--- src/rtl/riscv_pkg.sv ---
// Shared core types: fetch FSM encoding, instruction size and the default boot PC.
package riscv_pkg;

   typedef enum logic [1:0] {
      REQ    = 2'd0,
      WAIT   = 2'd1,
      HOLD   = 2'd2,
      SQUASH = 2'd3
   } fetch_state_t;

   localparam int          INSN_BYTES           = 4;
   localparam logic [31:0] DEFAULT_RESET_VECTOR = 32'h0000_0000;

endpackage

--- src/rtl/fetch_sequencer.sv ---
// Architectural PC owner: issues one imem request at a time, hands the word to decode,
// and squashes in-flight fetches when the branch unit redirects.
module fetch_sequencer
   import riscv_pkg::*;
#(
   parameter int               XLEN         = 32,
   parameter logic [XLEN-1:0]  RESET_VECTOR = DEFAULT_RESET_VECTOR
) (
   input  logic            clk,
   input  logic            rst,
   input  logic            stall,
   input  logic            redirect_valid,
   input  logic [XLEN-1:0] redirect_pc,
   output logic            imem_req_valid,
   input  logic            imem_req_ready,
   output logic [XLEN-1:0] imem_addr,
   input  logic            imem_resp_valid,
   input  logic [XLEN-1:0] imem_resp_data,
   output logic            if_valid,
   input  logic            if_ready,
   output logic [XLEN-1:0] if_pc,
   output logic [XLEN-1:0] if_instruction,
   output logic            misalign_err,
   output logic [31:0]     fetch_count
);

   localparam logic [1:0] ST_REQ    = REQ;
   localparam logic [1:0] ST_WAIT   = WAIT;
   localparam logic [1:0] ST_HOLD   = HOLD;
   localparam logic [1:0] ST_SQUASH = SQUASH;

   logic [1:0]      state, state_nx;
   logic [XLEN-1:0] pc, pc_nx;
   logic [XLEN-1:0] redir_pc;
   logic            hs;
   logic            load_if;
   logic            count_inc;

   assign imem_req_valid = (state == ST_REQ) && !stall && !rst;
   assign imem_addr      = pc;
   assign if_valid       = (state == ST_HOLD);
   assign hs             = imem_req_valid && imem_req_ready;
   assign redir_pc       = {redirect_pc[XLEN-1:2], 2'b00};

   // Redirect outranks every other event; a response racing a redirect is dropped.
   always_comb begin
      state_nx  = state;
      pc_nx     = pc;
      load_if   = 1'b0;
      count_inc = 1'b0;
      case (state)
         ST_REQ: begin
            if (redirect_valid) begin
               pc_nx    = redir_pc;
               state_nx = hs ? ST_SQUASH : ST_REQ;
            end else if (hs) begin
               state_nx = ST_WAIT;
            end
         end
         ST_WAIT: begin
            if (redirect_valid) begin
               pc_nx    = redir_pc;
               state_nx = imem_resp_valid ? ST_REQ : ST_SQUASH;
            end else if (imem_resp_valid) begin
               load_if  = 1'b1;
               pc_nx    = pc + XLEN'(INSN_BYTES);
               state_nx = ST_HOLD;
            end
         end
         ST_HOLD: begin
            if (redirect_valid) begin
               pc_nx    = redir_pc;
               state_nx = ST_REQ;
            end else if (if_ready) begin
               count_inc = 1'b1;
               state_nx  = ST_REQ;
            end
         end
         default: begin
            // SQUASH: wait out the orphaned response; a later redirect just retargets.
            if (redirect_valid) pc_nx = redir_pc;
            if (imem_resp_valid) state_nx = ST_REQ;
         end
      endcase
   end

   always_ff @(posedge clk) begin
      if (rst) begin
         state          <= ST_REQ;
         pc             <= RESET_VECTOR;
         if_pc          <= '0;
         if_instruction <= '0;
         misalign_err   <= 1'b0;
         fetch_count    <= '0;
      end else begin
         state        <= state_nx;
         pc           <= pc_nx;
         misalign_err <= redirect_valid && (redirect_pc[1:0] != 2'b00);
         if (load_if) begin
            if_pc          <= pc;
            if_instruction <= imem_resp_data;
         end
         if (count_inc) fetch_count <= fetch_count + 32'd1;
      end
   end

   a_resp_protocol: assert property (@(posedge clk) disable iff (rst)
      imem_resp_valid |-> (state == ST_WAIT || state == ST_SQUASH));

endmodule
--- config.mk ---
export PLATFORM = sky130hd
export DESIGN_NAME = fetch_sequencer
export DESIGN_NICKNAME = d
export VERILOG_FILES = /design/src/rtl/riscv_pkg.sv /design/src/rtl/fetch_sequencer.sv
export SDC_FILE = /design/constraint.sdc
export NUM_CORES = 1
export LEC_CHECK = 0
export CAP_MARGIN = 20
export CELL_PAD_IN_SITES_DETAIL_PLACEMENT = 1
export CELL_PAD_IN_SITES_GLOBAL_PLACEMENT = 2
export CORE_ASPECT_RATIO = 1.25
export CORE_MARGIN = 1.5
export CORE_UTILIZATION = 24
export CTS_CLUSTER_DIAMETER = 60
export DETAILED_ROUTE_END_ITERATION = 10
export PLACE_DENSITY_LB_ADDON = 0.08
export SKIP_LAST_GASP = 1
export SLEW_MARGIN = 20
export SYNTH_ARGS = -nofsm -noshare
export SYNTH_HDL_FRONTEND = slang
export SYNTH_SLANG_ARGS = --single-unit
--- constraint.sdc ---
create_clock -name clk -period 3.5 [get_ports clk]
set_clock_uncertainty 0.2 [all_clocks]
set_input_delay 1.05 -clock clk [delete_from_list [all_inputs] [get_ports clk]]
set_output_delay 1.05 -clock clk [all_outputs]
set_load 0.01 [all_outputs]
==> results of run 1 <==
synth_stat cells, types with 3 or more instances:
cell type / count
a211oi_1: 14
a21oi_1: 82
a311oi_1: 3
and3_1: 5
and4_1: 11
buf_4: 5
clkbuf_1: 38
dfxtp_1: 127
inv_1: 8
nand2_1: 155
nand3_1: 15
nand4_1: 24
nor2_1: 68
nor3_1: 19
nor4_1: 14
o21ai_0: 6
o21bai_1: 4
o31ai_1: 3
or3_1: 4
xnor2_1: 35
xor2_1: 13
critical path, stage by stage:
cell and delay [ns]:
clkdlybuf4s50_1 0.41, nor4_2 0.28, dlygate4sd2_1 0.31
kinds of logic (layout without fill, tap and decap cells):
| group | after synthesis | in the layout | share of synthesized area, % |
|---|---|---|---|
| adders and majority gates | 2 | 2 | 0.460 |
| xor gates and xnor gates | 48 | 48 | 7.73 |
| other | 1 | 4 | 0.0689 |
| AOI/OAI and AO/OA | 119 | 119 | 12.5 |
| muxes | 2 | 2 | 0.368 |
| buffers and inverters | 54 | 255 | 4.23 |
| DFF | 127 | 127 | 46.7 |
| and+or+nand+nor | 330 | 330 | 27.9 |
layout make-up:
cell class                      count  share of cell area, %
Multi-Input combinational cell    505                   32.3
Sequential cell                   127                   30.5
Timing Repair Buffer              215                   25.3
Clock buffer                       19                   5.31
Tap cell                          283                   4.24
Clock inverter                     12                   1.93
Inverter                            9                  0.405
worst max-delay path by stage:
stage	start	end	slack, ns	cells after the start
3_5_place_dp	redirect_valid	fetch_count[31]	-0.20	6
6_report	stall	imem_req_valid	0.20	3
3_3_place_gp	redirect_valid	fetch_count[31]	-0.19	6
5_1_grt	redirect_valid	fetch_count[31]	0.13	6
4_1_cts	redirect_valid	fetch_count[31]	0.22	6
2_1_floorplan	redirect_valid	fetch_count[31]	0.11	8
registers in the layout (all words and copies together), names as in the netlist:
signal          flops
fetch_count        32
if_instruction     32
if_pc              30
imem_addr          30
state               2
misalign_err        1
what timing repair did:
action,CTS,global route
hold buffers,0,0
gates resized for setup,2,0
setup endpoints to repair,1,0
layer usage:
metal / track usage, % / vias to the layer above
li1: - / 2718
met1: 18.8 / 2564
met2: 29.9 / 136
met3: 4.72 / 15
met4: 5.81 / 0
met5: 0 / -
through the flow:
stage / setup slack, ns / setup TNS (ns) / cells
after floorplan: 0.114 / 0 / 686
after global placement: -0.192 / -0.318 / 1139
after detailed placement: -0.202 / -0.405 / 1139
after CTS: 0.219 / 0 / 1170
after global routing: 0.127 / 0 / 1170
final: 0.202 / 0 / 1170
power groups by stage:
stage | clock network [mW] | logic (mW) | registers [mW]
3_3_place_gp | 0 | 0.286 | 1.56
6_report | 1.82 | 0.285 | 1.53
3_5_place_dp | 0 | 0.289 | 1.56
2_1_floorplan | 0 | 0.101 | 1.55
4_1_cts | 1.88 | 0.291 | 1.53
5_1_grt | 1.96 | 0.311 | 1.53
==> results.ini, run 1 <==
[run_status]
status = finished, final reports clean

[layout]
num_antenna_cells = 0
multi_input_area_mm2 = 0.00270
seqCellArea_mm2 = 0.00254
fill_cells = 2634
final_nets = 948
synthToLayoutAreaGrowth_pct = 53.4
final_cell_mix = 195 x clkdlybuf4s50_1, 154 x nand2_1, 127 x dfxtp_1
drive_gt1_share_pct = 5.98
finalInstanceArea_mm2 = 0.00835
fin_util_pct = 37.5
layout.cells.most_common = clkdlybuf4s50_1

[synthesis]
syn-cell-area_mm2 = 0.00544
yosys_register_bits = 127
ys_seq_area_share_pct = 46.7
netlist_top_cells_area = dfxtp_1 47%, nand2_1 11%, a21oi_1 7.5%, xnor2_1 5.6%, nor2_1 4.7%
syn_inst = 683
synth_top_cell_area_share_pct = 46.7
yosys_warnings = 0
synth_edf_count = 0
ys_types = 45
postSynth.asyncResetShare_pct = 0
yosys.area.top_type = dfxtp_1
avgSynthCellArea_um2 = 7.97
yosys_most_used_dff = dfxtp_1

[route]
wl_met1_um = 8280
drtAntennaViolNets = 0
routedWlPerCell_um = 16.6
drt_pre_antenna_iters = 4
wl_met2_um = 9640
drt-initial-drc-count = 168
drcViolationCount = 0
top_layer = met4
routed-wl-met3_um = 1290
vias = 5433
wl_um = 19500
viasPerCell = 4.64

[die]
core_area_mm2 = 0.0223
num_rows = 61
die_h_um = 171
die_x_um = 138
ios = 202
start_util_pct = 24.4
dieArea_mm2 = 0.0236

[pwr]
sequentialPowerShare_pct = 42.0
switching_share_pct = 23.5
peakVddDrop_mv = 0.333
p_switching_uw = 851
clockPowerShare_pct = 50.1
power_density_mw_per_mm2 = 435
p_int_mw = 2.78
p_leak_nw = 2.71
combPwrFrac_pct = 7.9
power_mw = 3.63

[placed_design]
dp_hpwl_um = 14100
io_buffers = 197
place_congestion = 0.764
place_area_mm2 = 0.00774

[timing]
fmax_mhz = 303
finalMaxSlewViolations = 0
timing.hold.ws_ns = 0.251
slew_headroom_pct = 38.0
min_period_ns = 3.30
setup_viol = 0
hold_viol = 0
rsz0062_at_grt = false
fin_crit_sh_pct = 94.2
worst_pin_slew_ns = 0.930

[critical_path]
reg2reg_depth = 5
critPathLaunchType = input pin
crit_path_max_fanout = 2
path_class = in -> out
cp_data_arrival_time_ns = 2.05
r2r_start = state[1]
r2r_end = fetch_count[31]
cp.required_ns = 2.25
reg2reg_slack_ns = 0.87
worst_setup_path_end_kind = output port

[clock_tree]
cts.path.max_buffers = 2
cts-root-buf = clkbuf_16
post-cts-setup-buffer-count = 0
path_clk_slew_ns = 0.06
clk_latency_ns = 0.41
cts_tree = done
cts.sinks = 127
cts_max_level = 4
cts_buffers = 17

[hold_path]
min_to = if_pc[30]
worst_hold_path_type = reg -> reg
min-delay-start = if_pc[30]
hold-path-cell-count = 2

[global_routing]
grtUsageTotal_pct = 16.7
grt_pass1_wl_um = 30400
grt_overflow_total = 0
grt_pass1_vias = 5814
antenna_found_initial = 0
grt_max_degree = 84

[flow_run]
drv_cap = 0

Note: power is estimated with default switching activity, not from simulation.
==> inputs of run 2 (changes only) <==
--- a/config.mk
+++ b/config.mk
@@ -12,5 +12,5 @@
 export CORE_MARGIN = 1.5
 export CORE_UTILIZATION = 24
-export CTS_CLUSTER_DIAMETER = 60
+export CTS_CLUSTER_DIAMETER = 100
 export DETAILED_ROUTE_END_ITERATION = 10
 export PLACE_DENSITY_LB_ADDON = 0.08
==> constraint.sdc (replaced) <==
create_clock -name clk -period 3.5 [get_ports clk]
set_clock_uncertainty 0.2 [all_clocks]
set_input_delay 0.35 -clock clk [delete_from_list [all_inputs] [get_ports clk]]
set_output_delay 0.35 -clock clk [all_outputs]
set_load 0.01 [all_outputs]
==> run 2 against run 1 <==
Compared with the run above:
- clock power increased by 9%
- non-clock buffer count decreased by 5
- via count decreased by 0.18%
- routed wire length down 1.0%
- sequential cell count is the same
- fmax rose by 29%
- hold slack lost 0.087 ns
- setup slack better by 0.75 ns
- register-to-register slack improved by 0.08 ns
- count of clock-buffer cells in the layout is the same
- design area is essentially flat
- largest cell class unchanged
- largest power group unchanged
==> results.ini, run 2 (synthesized netlist as in run 1, its figures left out) <==
[route]
drcViolationCount = 0
vias = 5423
drt-initial-drc-count = 199
wl_um = 19300
drtAntennaViolNets = 0
routedWlPerCell_um = 16.5
drt_pre_antenna_iters = 4
viasPerCell = 4.65

[die]
dieArea_mm2 = 0.0236
ios = 202
die_x_um = 138
die_h_um = 171
core_area_mm2 = 0.0223
start_util_pct = 24.4
num_rows = 61

[critical_path]
crit_cells = 5
crit_buf_inv = 0
cp.required_ns = 3.65
cpLargestDelayFamily = simple AND/OR/NAND/NOR gates
critPathLaunchType = flop
reg2reg_depth = 5
cp_data_arrival_time_ns = 2.70
slowest_stage = or4b_1
crit_path_max_fanout = 7
crit_chain = and4bb_1 -> or4b_1 -> or3_4 -> or4_1 -> a21oi_1
reg2reg_slack_ns = 0.95
worst_setup_path_end_kind = flop
cpPeakStageDelay_ns = 0.54
path_class = reg -> reg

[hold_path]
hold-path-cell-count = 2
worst_hold_path_type = in -> reg

[clock_tree]
cts_max_level = 4
path_clk_slew_ns = 0.06
clk_latency_ns = 0.42
cts_resized = 0
cts_tree = done
cts-root-buf = clkbuf_16
cts_buffers = 17
post-cts-setup-buffer-count = 0
cts_hold_buffers = 0
cts.path.max_buffers = 2
cts.sinks = 127

[layout]
synthToLayoutAreaGrowth_pct = 53.5
top_regs = fetch_count: 32 flops, if_instruction: 32 flops
drive_gt1_share_pct = 5.44
final_nets = 943
layout.cells.most_common = clkdlybuf4s50_1
multi_input_area_mm2 = 0.00269
num_antenna_cells = 0
finalInstanceArea_mm2 = 0.00835
fill_cells = 2617
seqCellArea_mm2 = 0.00254
final_cell_mix = 196 x clkdlybuf4s50_1, 154 x nand2_1, 127 x dfxtp_1

[global_routing]
grt_max_degree = 53
met1_usage_pct = 19.3
grt_pass1_vias = 5564
grt_overflow_total = 0
grtUsageTotal_pct = 16.6
grt_pass1_wl_um = 30200
top_usage_layer = met2
use_met3_pct = 5.54
antenna_found_initial = 0
use_met2_pct = 28.8

[timing]
min_period_ns = 2.55
slew_headroom_pct = 60.3
finalMaxSlewViolations = 0
hold_viol = 0
worst_pin_slew_ns = 0.594
fin_crit_sh_pct = 72.8
rsz0062_at_grt = false
tns_ns = 0
fin_ws_ns = 0.952
fmax_mhz = 392
setup_viol = 0

[pwr]
p_switching_uw = 861
p_leak_nw = 2.71
sequentialPowerShare_pct = 40.4
clockPowerShare_pct = 52.2
combPwrFrac_pct = 7.4
switching_share_pct = 22.8
p_int_mw = 2.92
peakVddDrop_mv = 0.339
power_mw = 3.78
power_density_mw_per_mm2 = 453

[placed_design]
place_congestion = 0.770
pre_cts_slack_ns = 0.512
place_area_mm2 = 0.00770
dp_hpwl_um = 14000
io_buffers = 197

[run_status]
status = finished, final reports clean

[flow_run]
drv_cap = 0

run 2: cell count changes in the layout (fill, tap and decap cells not counted):
| cell | before | now |
|---|---|---|
| buf_4 | 18 | 13 |
| inv_6 | 2 | 1 |
| bufinv_16 | 3 | 5 |
| clkdlybuf4s50_1 | 195 | 196 |
| nor4_1 | 13 | 14 |
| clkinv_2 | 1 | 2 |
| nor4_2 | 1 | 0 |
| dlygate4sd2_1 | 1 | 0 |
| clkinvlp_4 | 3 | 2 |
run 2: layout make-up:
type                    instances  share of cell area (%)
multi-input cells             505                    32.2
flip-flops and latches        127                    30.4
repair buffers                210                    24.9
clock buffers                  19                    5.30
well taps                     283                    4.24
clock inverters                13                    2.52
inverters                       9                   0.404
run 2: metrics by stage:
step | cells | hold slack [ns] | util, %
2_1_floorplan | 686 | 0.258 | -
3_3_place_gp | 1134 | 0.242 | 34.5
3_5_place_dp | 1134 | 0.248 | 34.5
4_1_cts | 1166 | 0.167 | 37.5
5_1_grt | 1166 | 0.180 | 37.5
6_report | 1166 | 0.165 | 37.5
run 2: path summary, 6_finish.rpt:
path                           from                 to
setup / recovery           state[0]    fetch_count[31]
hold / removal                  rst    fetch_count[19]
setup reg to reg           state[0]    fetch_count[31]
hold reg to reg   if_instruction[5]  if_instruction[5]
run 2: per-layer routing:
layer	vias up	wire length [µm]
met5	-	0
met2	141	9470
met4	0	156
met3	11	1310
met1	2566	8330
li1	2705	-
run 2: worst reg2reg max path, delay by kind of cell, from the launching register on:
kind | cells | cell delay, ns
and+or+nand+nor | 4 | 1.77
DFF | 1 | 0.37
AOI/OAI and AO/OA | 1 | 0.15
run 2: power groups by stage:
stage	sequential (mW)	combinational, mW	clock (mW)
4_1_cts	1.53	0.284	2.04
2_1_floorplan	1.55	0.101	0
6_report	1.53	0.279	1.98
3_5_place_dp	1.56	0.282	0
3_3_place_gp	1.56	0.281	0
5_1_grt	1.53	0.306	2.12
==> edit: new RTL, settings of run 2 <==
Make the reset (`rst`) asynchronous in one clocked block.
--- a/src/rtl/fetch_sequencer.sv
+++ b/src/rtl/fetch_sequencer.sv
@@ -84,7 +84,7 @@
       endcase
    end
 
-   always_ff @(posedge clk) begin
+   always_ff @(posedge clk or posedge rst) begin
       if (rst) begin
          state          <= ST_REQ;
          pc             <= RESET_VECTOR;
Behaviour: differs if rst is asserted again (counterexample within 4 cycles, from zero or initial values and one cycle with rst high); with rst held inactive, the same outputs for 4 cycles.
==> edit against run 2 <==
- first-iteration DRC count is 10% lower
- die area is 5.2% higher
- final area is 2.9% higher
- synthesized area is 5.3% higher
- hold slack better by 0.0081 ns
- sequential cell count stayed put
- routed wire length is 0.51% higher
- worst setup slack better by 0.13 ns
- via count is 6.7% lower
Power is not compared: it rests on default switching activity, and its combinational part moved more than twofold at a synthesized area within 25%.
==> edit: results (changes against run 2) <==
GRT
  – Antenna violations before repair: 1 (+1)
  – Largest net degree at the start of global routing: 86 (+62%)
  – First-pass GRT wire length: 30950 um (+2.5%)
  – All-Layer GR Usage: 0.1611 (-0.004478)
  – Number of global-route vias before repair: 5486 (-1.4%)

Hold path
  – Min-Delay Path Class: input pin to async pin

Cells and area
  – NumNets Final: 884 (-6.3%)
  – Layout cells sized above 1: 0.06926 (+0.01490)
  – # fillers: 2655 (+1.5%)

Placed design
  – Hpwl dp: 13970 um (-0.15%)
  – Dpl ws: 0.7856 ns (+0.2734 ns)
  – Routability cong.: 0.7397 (-3.9%)

Clock tree
  – Setup bufs post-CTS: 0 (unchanged)
  – Number of buffers created by CTS: 17 (unchanged)
  – Clock latency at the later pin of the worst-skew pair: 0.42 ns (about the same)

Route
  – Number of DRC markers in iteration 0: 179 (-10%)
  – DRT Pass-1 Iters: 4 (unchanged)
  – Routed WL: 19370 um (+0.51%)
  – Via count: 5060 (-6.7%)

Synth
  – Sequential fraction of the synthesis area: 0.5548 (+0.08759)
  – Post-synth top cells: nand2_1 (228), dfrtp_1 (127), xnor2_1 (40)
  – Synth cell types: 44 (-2.2%)
  – Post-synth ARST share: 1.000 (+1.000)
  – Top cells by area, synth: dfrtp_1 (55%), nand2_1 (15%), xnor2_1 (6.1%), o21ai_0 (2.6%), nand4_1 (1.6%)

Critical path
  – Setup crit end: imem_req_valid
  – Worst Path Arrival: 1.86 ns (-0.84 ns)
  – R2R Path End: fetch_count[27]$_DFFE_PP0P_
  – FF-to-FF setup slack: 1.13 ns (+0.18 ns)
  – Crit. Startpoint: state[0]$_DFFE_PP0P_

Timing
  – Worst slew margin: 0.5547 (-0.04808)
  – Fin worst setup slack: 1.085 ns (+0.1337 ns)

Run status
  – Status: finished, final reports clean

Power and ir drop
  – LEAKAGE: 3.758 nW
## edit: changes by cell type after synthesis, moves of 5 or more
cell and change:
nand2_1 +73, and3_1 +6, clkbuf_1 -20, dfxtp_1 -127, a211oi_1 -13, a21oi_1 -72, xnor2_1 +5, nor2_1 -46
o21ai_0 +24, nor4_1 -10, nand4_1 -9, dfrtp_1 +127
## edit: cells by family (layout without fill, tap and decap cells)
logic type / Yosys count / after routing / share of synthesized area
AOI/OAI and AO/OA: 48 / 48 / 0.04631
other: 1 / 4 / 0.0006547
buffers and inverters: 37 / 245 / 0.02992
DFF: 127 / 127 / 0.5548
muxes: 5 / 5 / 0.008956
xor gates and xnor gates: 49 / 49 / 0.07493
and+or+nand+nor: 343 / 343 / 0.2800
adders and majority gates: 2 / 2 / 0.004368
## edit: power by group
part | internal (mW) | switching [mW]
registers | 1.79 | 0.251
clock network | 1.05 | 0.701
logic | 0.769 | 0.589
total | 3.61 | 1.54
## edit: through the flow
stage	instances	util	area [um^2]
finish	1115	0.3648	8598
global route	1115	0.3648	8598
CTS	1115	0.3648	8598
detailed placement	1084	0.3406	8028
global placement	1084	0.3406	8028
floorplan	615	-	5743
## edit: area by class of cell
class | count | share of cell area
flip-flops and latches | 127 | 0.3696
multi-input cells | 451 | 0.2791
repair buffers | 207 | 0.2389
clock buffers | 18 | 0.04991
well taps | 292 | 0.04249
clock inverters | 13 | 0.01644
inverters | 7 | 0.003492
## edit: worst min path at each step
stage | start | to | slack [ns] | cells after the start
after floorplan | imem_resp_valid | state[0]$_DFFE_PP0P_ | 0.25 | 1
after global placement | if_instruction[23]$_DFFE_PP0P_ | if_instruction[23]$_DFFE_PP0P_ | 0.26 | 2
after detailed placement | if_instruction[6]$_DFFE_PP0P_ | if_instruction[6]$_DFFE_PP0P_ | 0.26 | 2
after CTS | rst | if_pc[2]$_DFFE_PP0P_ | 0.18 | 2
after global routing | rst | imem_addr[4]$_DFFE_PP0P_ | 0.23 | 2
final | rst | if_instruction[25]$_DFFE_PP0P_ | 0.17 | 2
## edit: worst max-delay path, stage by stage (launching register included)
cell	delay (ns)
dfrtp_1	0.45
nor4_1	0.38
clkdlybuf4s50_1	0.62
## edit: layer usage
layer | wire length (um) | global-route usage | share of wire | vias up
li1 | - | - | - | 2422
met1 | 8279 | 0.1936 | 0.43 | 2497
met2 | 9612 | 0.2753 | 0.50 | 123
met3 | 1225 | 0.05098 | 0.063 | 18
met4 | 248 | 0.04644 | 0.013 | 0
met5 | 0 | 0 | 0 | -
